**src/rtl/div_iter_if.sv**
```systemverilog
// ============================================================================
// Module  : div_iter_if
// Purpose : ALU <-> divider handshake. The ALU is the master and the divider
//           is the slave.
// Revision: 1.0 - initial release
// ============================================================================
`default_nettype none

interface div_iter_if #(
  parameter int DATA_W = 32
);
  logic                  signed_div_i;
  logic [DATA_W-1:0]     opdata1_i;
  logic [DATA_W-1:0]     opdata2_i;
  logic                  start_i;
  logic                  annul_i;
  logic [2*DATA_W-1:0]   result_o;
  logic                  ready_o;

  modport master (
    output signed_div_i, opdata1_i, opdata2_i, start_i, annul_i,
    input  result_o, ready_o
  );

  modport slave (
    input  signed_div_i, opdata1_i, opdata2_i, start_i, annul_i,
    output result_o, ready_o
  );
endinterface

`default_nettype wire

```
**src/rtl/div_iter.sv**
```systemverilog
// ============================================================================
// Module  : div_iter
// Purpose : Multi-cycle radix-2 restoring divider (DIV/DIVU) that returns
//           {remainder, quotient}. DIV_EARLY_OUT_EN skips the iterations
//           when |divisor| > |dividend|.
// Revision: 1.0 - initial release
// ============================================================================
`default_nettype none

module div_iter #(
  parameter int DATA_W = 32
) (
  input  logic      clk,
  input  logic      rst,
  div_iter_if.slave bus
);

  localparam int CNT_W = $clog2(DATA_W);
  localparam logic [1:0] C_FREE   = 2'd0;
  localparam logic [1:0] C_BYZERO = 2'd1;
  localparam logic [1:0] C_ON     = 2'd2;
  localparam logic [1:0] C_END    = 2'd3;
  localparam logic [CNT_W-1:0] C_LAST = CNT_W'(DATA_W - 1);

  logic [1:0]          state_q, state_d;
  logic [CNT_W-1:0]    cnt_q, cnt_d;
  logic [DATA_W-1:0]   dvd_q, dvd_d;
  logic [DATA_W-1:0]   dvs_q, dvs_d;
  logic [DATA_W-1:0]   rem_q, rem_d;
  logic                negq_q, negq_d;
  logic                negr_q, negr_d;
  logic [2*DATA_W-1:0] result_q, result_d;
  logic                ready_q, ready_d;

  logic                w_sign1, w_sign2, w_early, w_qbit;
  logic [DATA_W-1:0]   w_mag1, w_mag2, w_quo, w_rem, w_quo_fix, w_rem_fix;
  logic [DATA_W:0]     w_trial, w_diff;

  assign w_sign1 = bus.signed_div_i & bus.opdata1_i[DATA_W-1];
  assign w_sign2 = bus.signed_div_i & bus.opdata2_i[DATA_W-1];
  assign w_mag1  = w_sign1 ? -bus.opdata1_i : bus.opdata1_i;
  assign w_mag2  = w_sign2 ? -bus.opdata2_i : bus.opdata2_i;

`ifdef DIV_EARLY_OUT_EN
  assign w_early = (w_mag2 > w_mag1);
`else
  assign w_early = 1'b0;
`endif

  // dvd_q shifts left each step; its vacated LSBs collect the quotient bits.
  assign w_trial   = {rem_q, dvd_q[DATA_W-1]};
  assign w_diff    = w_trial - {1'b0, dvs_q};
  assign w_qbit    = ~w_diff[DATA_W];
  assign w_rem     = w_qbit ? w_diff[DATA_W-1:0] : w_trial[DATA_W-1:0];
  assign w_quo     = {dvd_q[DATA_W-2:0], w_qbit};
  assign w_quo_fix = negq_q ? -w_quo : w_quo;
  assign w_rem_fix = negr_q ? -w_rem : w_rem;

  always_comb begin
    state_d  = state_q;
    cnt_d    = cnt_q;
    dvd_d    = dvd_q;
    dvs_d    = dvs_q;
    rem_d    = rem_q;
    negq_d   = negq_q;
    negr_d   = negr_q;
    result_d = result_q;
    ready_d  = ready_q;
    case (state_q)
      C_FREE: begin
        if (bus.start_i && !bus.annul_i) begin
          dvd_d  = w_mag1;
          dvs_d  = w_mag2;
          rem_d  = '0;
          cnt_d  = '0;
          negq_d = w_sign1 ^ w_sign2;
          negr_d = w_sign1;
          if (bus.opdata2_i == '0) begin
            state_d = C_BYZERO;
          end else if (w_early) begin
            state_d  = C_END;
            ready_d  = 1'b1;
            result_d = {bus.opdata1_i, {DATA_W{1'b0}}};
          end else begin
            state_d = C_ON;
          end
        end
      end
      C_BYZERO: begin
        if (bus.annul_i) begin
          state_d = C_FREE;
        end else begin
          state_d  = C_END;
          ready_d  = 1'b1;
          result_d = '0;
        end
      end
      C_ON: begin
        if (bus.annul_i) begin
          state_d  = C_FREE;
          ready_d  = 1'b0;
          result_d = '0;
        end else begin
          dvd_d = w_quo;
          rem_d = w_rem;
          cnt_d = cnt_q + 1'b1;
          if (cnt_q == C_LAST) begin
            state_d  = C_END;
            ready_d  = 1'b1;
            result_d = {w_rem_fix, w_quo_fix};
          end
        end
      end
      C_END: begin
        if (!bus.start_i) begin
          state_d  = C_FREE;
          ready_d  = 1'b0;
          result_d = '0;
        end
      end
      default: state_d = C_FREE;
    endcase
  end

  always_ff @(posedge clk or negedge rst) begin
    if (!rst) begin
      state_q  <= C_FREE;
      cnt_q    <= '0;
      dvd_q    <= '0;
      dvs_q    <= '0;
      rem_q    <= '0;
      negq_q   <= 1'b0;
      negr_q   <= 1'b0;
      result_q <= '0;
      ready_q  <= 1'b0;
    end else begin
      state_q  <= state_d;
      cnt_q    <= cnt_d;
      dvd_q    <= dvd_d;
      dvs_q    <= dvs_d;
      rem_q    <= rem_d;
      negq_q   <= negq_d;
      negr_q   <= negr_d;
      result_q <= result_d;
      ready_q  <= ready_d;
    end
  end

  assign bus.result_o = result_q;
  assign bus.ready_o  = ready_q;

endmodule

`default_nettype wire

```
**src/flat_wrapper.sv**
```systemverilog
// flat-port wrapper written by rule: the top's interface ports become plain ports
module div_iter_flat 
#(
  parameter int DATA_W = 32
)
  (clk, rst, bus_signed_div_i, bus_opdata1_i, bus_opdata2_i, bus_start_i, bus_annul_i, bus_result_o, bus_ready_o);
  div_iter_if #(.DATA_W(DATA_W)) bus_i ();
  input  logic clk;
  input  logic rst;
  input wire logic [$bits(bus_i.signed_div_i)-1:0] bus_signed_div_i;
  input wire logic [$bits(bus_i.opdata1_i)-1:0] bus_opdata1_i;
  input wire logic [$bits(bus_i.opdata2_i)-1:0] bus_opdata2_i;
  input wire logic [$bits(bus_i.start_i)-1:0] bus_start_i;
  input wire logic [$bits(bus_i.annul_i)-1:0] bus_annul_i;
  output wire logic [$bits(bus_i.result_o)-1:0] bus_result_o;
  output wire logic [$bits(bus_i.ready_o)-1:0] bus_ready_o;
  assign bus_i.signed_div_i = bus_signed_div_i;
  assign bus_i.opdata1_i = bus_opdata1_i;
  assign bus_i.opdata2_i = bus_opdata2_i;
  assign bus_i.start_i = bus_start_i;
  assign bus_i.annul_i = bus_annul_i;
  assign bus_result_o = bus_i.result_o;
  assign bus_ready_o = bus_i.ready_o;
  div_iter #(.DATA_W(DATA_W)) u_core (.clk(clk), .rst(rst), .bus(bus_i));
endmodule
```
**config.mk**
```make
export PLATFORM = sky130hd
export DESIGN_NAME = div_iter_flat
export DESIGN_NICKNAME = d
export VERILOG_FILES = /design/src/rtl/div_iter_if.sv /design/src/rtl/div_iter.sv /design/src/flat_wrapper.sv
export SDC_FILE = /design/constraint.sdc
export NUM_CORES = 1
export LEC_CHECK = 0
export CAP_MARGIN = 10
export CORE_MARGIN = 8
export CORE_UTILIZATION = 38
export DETAILED_ROUTE_END_ITERATION = 10
export PLACE_DENSITY = 0.67
export SLEW_MARGIN = 20
export SYNTH_ARGS = -nofsm -noshare
export SYNTH_HDL_FRONTEND = slang
export SYNTH_SLANG_ARGS = --single-unit
```
**constraint.sdc**
```tcl
create_clock -name clk -period 7.3 [get_ports clk]
set_input_delay 0.73 -clock clk [delete_from_list [all_inputs] [get_ports clk]]
set_output_delay 0.73 -clock clk [all_outputs]
set_load 0.02 [all_outputs]
```
* Yosys cells after proc, flatten, opt, wreduce, memory -nomap -nowiden
Cells that the tools add are included.
Word-level totals: register bits 170, input port bits 69, output and inout bits 65
Cells by class: reductions and logical operators 9, mux-type cells 31, bitwise operators 5, add/sub/neg operators 6, equal/unequal tests 9
Operator list (number):
- 32-bit two-way mux | 9
- 64-bit two-way mux | 4
- 64-bit one-hot mux with 3 select lines | 1
- 32-bit negation | 4
- 32-bit one-hot mux with 2 select lines | 2
- 33-bit by 32-bit subtractor with 33-bit output | 1
- 32-bit logical NOT | 1
- 2-bit two-way mux | 6
- 5-bit two-way mux | 2
- 5-bit one-hot mux with 2 select lines | 1
- 2-bit one-hot mux with 4 select lines | 1
- 2-bit != test, second input constant | 3
- 3-bit AND reduction | 2
- 5-bit by 1-bit adder with 5-bit output, second input constant | 1
- 5-bit == test, second input constant | 1
- 2-bit == test, second input constant | 2
- 1-bit two-way mux | 4
- 4-bit AND reduction | 1
- 3-bit by 2-bit != test with 1-bit output, second input constant | 1
- 1-bit one-hot mux with 3 select lines | 1
- 1-bit bitwise AND | 2
- 2-bit by 1-bit == test with 1-bit output, second input constant | 1
- 2-bit logical NOT | 1
- 2-bit by 1-bit != test with 1-bit output, second input constant | 1
- other kinds (6) | 7

* Longest topological paths before layout
depth in word-level cells 7, depth in mapped cells 25, mapped depth without buffers 22

* Least setup slack after synthesis
OpenSTA, ideal clock, no wires.
path kind register -> register, start point register u_core.dvd_q[31], end point register u_core.result_q[62] (netlist: u_core.bus.result_o[62]), path buffers 3, data arrival time 5160 ps, setup time 133 ps, period minus slack after synthesis 5293 ps, setup slack 2007 ps, cell stages (with the launch flop) 26, cell sequence dfrtp_1 inv_1 ha_1 fa_1 nand2b_1 a211oi_2 o211ai_2 a2111oi_4 o21a_2 nor2_8 inv_2 buf_6 clkbuf_1 clkbuf_1 nor2_1 a21oi_1 ha_1 nand3_1 or4b_2 nor2b_1 o21ai_0 o41ai_2 nand4_1 o21ai_0 xor2_1 o21ai_0
Between the ends: longest elaborated chain between the ends 7
Ends and longest elaborated chain:
- start: declaration | RTL line div_iter.sv:27 | logic [DATA_W-1:0] dvd_q, dvd_d;
- start signal: assignment | RTL line div_iter.sv:139 | dvd_q <= dvd_d;
- 33-bit by 32-bit subtractor with 33-bit output | RTL line div_iter.sv:52 | assign w_diff = w_trial - {1'b0, dvs_q};
- 32-bit two-way mux * | RTL line div_iter.sv:54 | assign w_rem = w_qbit ? w_diff[DATA_W-1:0] : w_trial[DATA_W-1:0];
- 32-bit negation | RTL line div_iter.sv:57 | assign w_rem_fix = negr_q ? -w_rem : w_rem;
- 32-bit two-way mux * | RTL line div_iter.sv:57
- 64-bit two-way mux * | RTL line div_iter.sv:107 | if (cnt_q == C_LAST) begin
- 64-bit two-way mux * | RTL line div_iter.sv:99 | if (bus.annul_i) begin
- 64-bit one-hot mux with 3 select lines * | RTL line div_iter.sv:69 | case (state_q)
- end signal: assignment | RTL line div_iter.sv:144 | result_q <= result_d;
- end: declaration | RTL line div_iter.sv:32 | logic [2*DATA_W-1:0] result_q, result_d;
Mark *: on every way between the ends. The rest lies on a longest branch, timed or not. The select of a mux whose other input is x is not followed. A chain may end at the register's enable or synchronous reset.

* Worst setup path in the final report
Same ends and word-level chain as after synthesis.

==> results.md <==
Global route
• **met1 capacity usage during global routing** 0.263
• **met2 Track Usage GR** 0.296
• **met3 track demand over resource** 0.0336
• **overall global routing resource usage** 0.190
• **initial antenna violation count** 0
• **busiest layer in global routing** met2
• **largest net degree at the start of global routing** 96
• **aggregate global routing overflow** 0
• **vias in the first global route** 10.4k
• **global-route wire length before repair** 55900 um

Detailed routing
• **wire length per cell after detailed routing** 17.9 um
• **antenna viol nets, final** 0
• **Starting DRT DRC Count** 729
• **Post-route DRC** 0
• **routed vias** 10.7k
• **total wire length** 35100 um
• **number of search-and-repair iterations in the first detailed-routing pass** 5
• **routed vias/inst** 5.45

Logic synthesis
• **Most used DFF post-synth** dfrtp_1
• **top cells by area in the synthesized netlist** dfrtp_1 (36%), o21ai_0 (8.7%), nand2_1 (7.5%)
• **share of the synthesized area in compound gates (AO/OA/AOI/OAI)** 0.232
• **share of cell area taken by muxes after synthesis** 0.0249
• **count of state elements after synthesis** 170
• **portion of synthesized cell area occupied by the leading cell type** 0.361
• **number of distinct library cells after synthesis** 71
• **total nets after synthesis** 1583
• **Yosys warnings** 0
• **share of flip-flops with an asynchronous set or reset after synthesis** 1.00
• **post-synthesis share of cell area spent on and, or, nand and nor gates** 0.192
• **combinational family with the most area after synthesis** compound AO/OA/AOI/OAI gates
• **Cell Area, Synth** 11800 um^2
• **Synth Area in Adders** 0.0463
• **portion of the post-synthesis area used by sequential elements** 0.361
• **number of cells produced by synthesis** 1471
• **dominant cell type by area after synthesis** dfrtp_1
• **number of enable flip-flop cells after synthesis** 0
• **post-synthesis share of cell area spent on xor and xnor gates** 0.101
• **mean instance size in the synthesized netlist** 8.02 um^2

Power
• **clock share of power** 0.142
• **areal power density over the cells** 458 nW/um^2
• **Sw Share** 0.512
• **net switching power** 3.28 mW
• **power share of the combinational group** 0.625
• **Max IR drop VDD** 0.000248 V
• **Static Leakage** 5.83 nW
• **Power Internal** 3.13 mW
• **relative contribution of sequential cells to total power** 0.233

Setup path
• **kind of end point of the critical path** register
• **critical path startpoint category** register
• **endpoint required time on the critical path** 7600 ps
• **maximum fanout count along the critical path** 20
• **cell with the largest stage delay on the worst path** or4b_2
• **startpoint-to-endpoint class of the critical path** reg -> reg
• **delay-heaviest family, CP** compound AO/OA/AOI/OAI gates
• **signal arrival time at the worst endpoint** 5830 ps
• **longest individual stage delay on the worst path** 660 ps
• **cell-by-cell listing of the critical path** inv_1 > ha_1 > fa_1 > nand2b_1 > a211oi_2 > o211ai_2 > a2111oi_4 > o21a_2 > nor2_8 > inv_2 > nor2_1 > a21oi_1 > ha_1 > nand3_1 > or4b_2 > nor2b_1 > o21ai_0 > o41ai_2 > nand4_1 > o21ai_0 > xor2_1 > o21ai_0
• **number of buffers and inverters on the critical path** 2
• **Critical Path Most Common Cell** o21ai_0

Place
• **dpl ws** 1850 ps
• **I/O Buffers** 133
• **Placed Area** 13400 um^2
• **gp weighted congestion** 0.875
• **placed wire-length estimate** 26700 um

Floorplan
• **I/O pin count** 134
• **Placement Rows** 64
• **die outline area** 36900 um^2
• **area inside the core boundary** 30600 um^2
• **Die Wd** 192 um
• **die height** 192 um
• **starting density of the core** 0.386

STA
• **final count of hold timing violations** 0
• **worst setup margin** 1770 ps
• **Setup TNS** 0 ps
• **final setup skew** 13.3 ps
• **Setup-failing EPs final** 0
• **clock period minus final worst setup slack** 5530 ps
• **slew at the pin closest to its max-slew limit** 971 ps
• **count of pins over their slew limit** 0
• **relative max-transition margin** 0.352
• **hold slack final** 401 ps
• **achievable clock frequency** 0.181 GHz
• **final critical-path share of the clock period** 0.757
• **unrepaired setup endpoints after global routing** no

Clock network
• **CTS Sinks** 170
• **buffer depth of the longest clock path** 2
• **clock insertion delay at the later pin of the skew report** 440 ps
• **clock-pin slew reported for the worst setup and hold paths after clock tree synthesis** 80 ps
• **H-Tree Depth** 4
• **count of buffers added by post-CTS timing repair for setup** 0
• **TritonCTS buffer count** 17
• **Clock Tree Root** clkbuf_16
• **CTS tree** done
• **number of resized instances in the post-cts repair step** 0
• **quantity of hold-fixing buffers added after cts** 0

Worst hold path
• **class of the tightest hold or removal check** in -> async

Cells and area
• **Final nets** 1669
• **Final Cell Area** 14000 um^2
• **fillcell total** 3038
• **share of final-layout standard cells stronger than drive strength 1** 0.0414
• **total inserted antenna cells** 0
• **synthesis-to-finish area growth** 18.7%

Outcome
• **outcome** finished, final reports clean

Job
• **total of max-cap violations** 0

## layout make-up
class | count | area [um^2] | area share
inverter | 59 | 221 | 0.0158
multi-input combinational | 1168 | 7060 | 0.504
sequential | 170 | 4250 | 0.304
timing repair buffer | 141 | 1390 | 0.0995
clock buffer | 19 | 443 | 0.0316
clock inverter | 13 | 131 | 0.00938
tap | 396 | 495 | 0.0354
## through the flow
step / util / instances / power, mW
finish: 0.458 / 1966 / 6.41
global route: 0.458 / 1966 / 6.95
CTS: 0.457 / 1966 / 6.41
detailed placement: 0.439 / 1934 / 5.48
global placement: 0.439 / 1934 / 5.45
floorplan: - / 1471 / 4.40
## layout by cell type (no fill, tap or decap), types with 36 or more instances in the layout
cell type | synthesis | final
a21oi_1 | 125 | 125
clkdlybuf4s50_1 | 0 | 132
dfrtp_1 | 170 | 170
ha_1 | 42 | 41
inv_1 | 58 | 58
nand2_1 | 236 | 235
nor2_1 | 104 | 104
o21ai_0 | 206 | 205
o31ai_1 | 36 | 36
xnor2_1 | 74 | 74
xor2_1 | 62 | 62
## sequential cells by signal, summed over array words and instances (netlist names)
name                 cells
u_core.bus.result_o     64
u_core.bus.ready_o       1
u_core.cnt_q             5
u_core.state_q           2
u_core.negr_q            1
u_core.rem_q            32
u_core.negq_q            1
u_core.dvd_q            32
u_core.dvs_q            32
## power groups by stage
stage | registers, mW | clock network [mW] | logic (mW)
finish | 1.49 | 0.911 | 4.01
global route | 1.54 | 0.965 | 4.45
detailed placement | 1.51 | 0 | 3.97
global placement | 1.49 | 0 | 3.96
CTS | 1.49 | 0.930 | 3.99
floorplan | 1.43 | 0 | 2.97
## path summary, 6_finish.rpt
kind | from | to | slack (ps) | cells after the start
max | u_core.dvd_q[31] | u_core.bus.result_o[62] | 1770 | 22
min in group clk | u_core.bus.result_o[8] | u_core.bus.result_o[8] | 480 | 2
max reg2reg | u_core.dvd_q[31] | u_core.bus.result_o[62] | 1770 | 22
max in group asynchronous | rst | u_core.bus.result_o[29] | 5350 | 2
min reg2reg | u_core.bus.result_o[8] | u_core.bus.result_o[8] | 480 | 2
min | rst | u_core.dvs_q[11] | 400 | 1
## Yosys cell counts (8+ instances only)
library cell and count:
a31oi_1 9, nand2_1 236, clkbuf_1 67, nand4_1 12, nor3_1 31, mux2i_1 26, a21o_1 8, nor2_1 104
o41ai_1 8, o31ai_1 36, nor2b_1 8, and2_1 11, inv_1 58, xor2_1 62, dfrtp_1 170, nand3_1 16
o21ai_1 14, o21ai_0 206, ha_1 42, or4_1 9, a21oi_1 125, nor4_1 14, or3_1 23, xnor2_1 74
## logic make-up after synthesis
family | after synthesis
and+or+nand+nor | 494
AOI/OAI and AO/OA | 466
DFF | 170
xor gates and xnor gates | 136
buffers and inverters | 133
adders and majority gates | 43
muxes | 29
## metal layers
metal / vias up / wire length [um] / part of all wire
met5: - / 0 / 0
met4: 0 / 722 / 0.021
met3: 45 / 1680 / 0.048
met2: 237 / 15800 / 0.45
met1: 5068 / 16900 / 0.48
li1: 5373 / - / -
No activity file was read; power rests on OpenSTA's default activity.
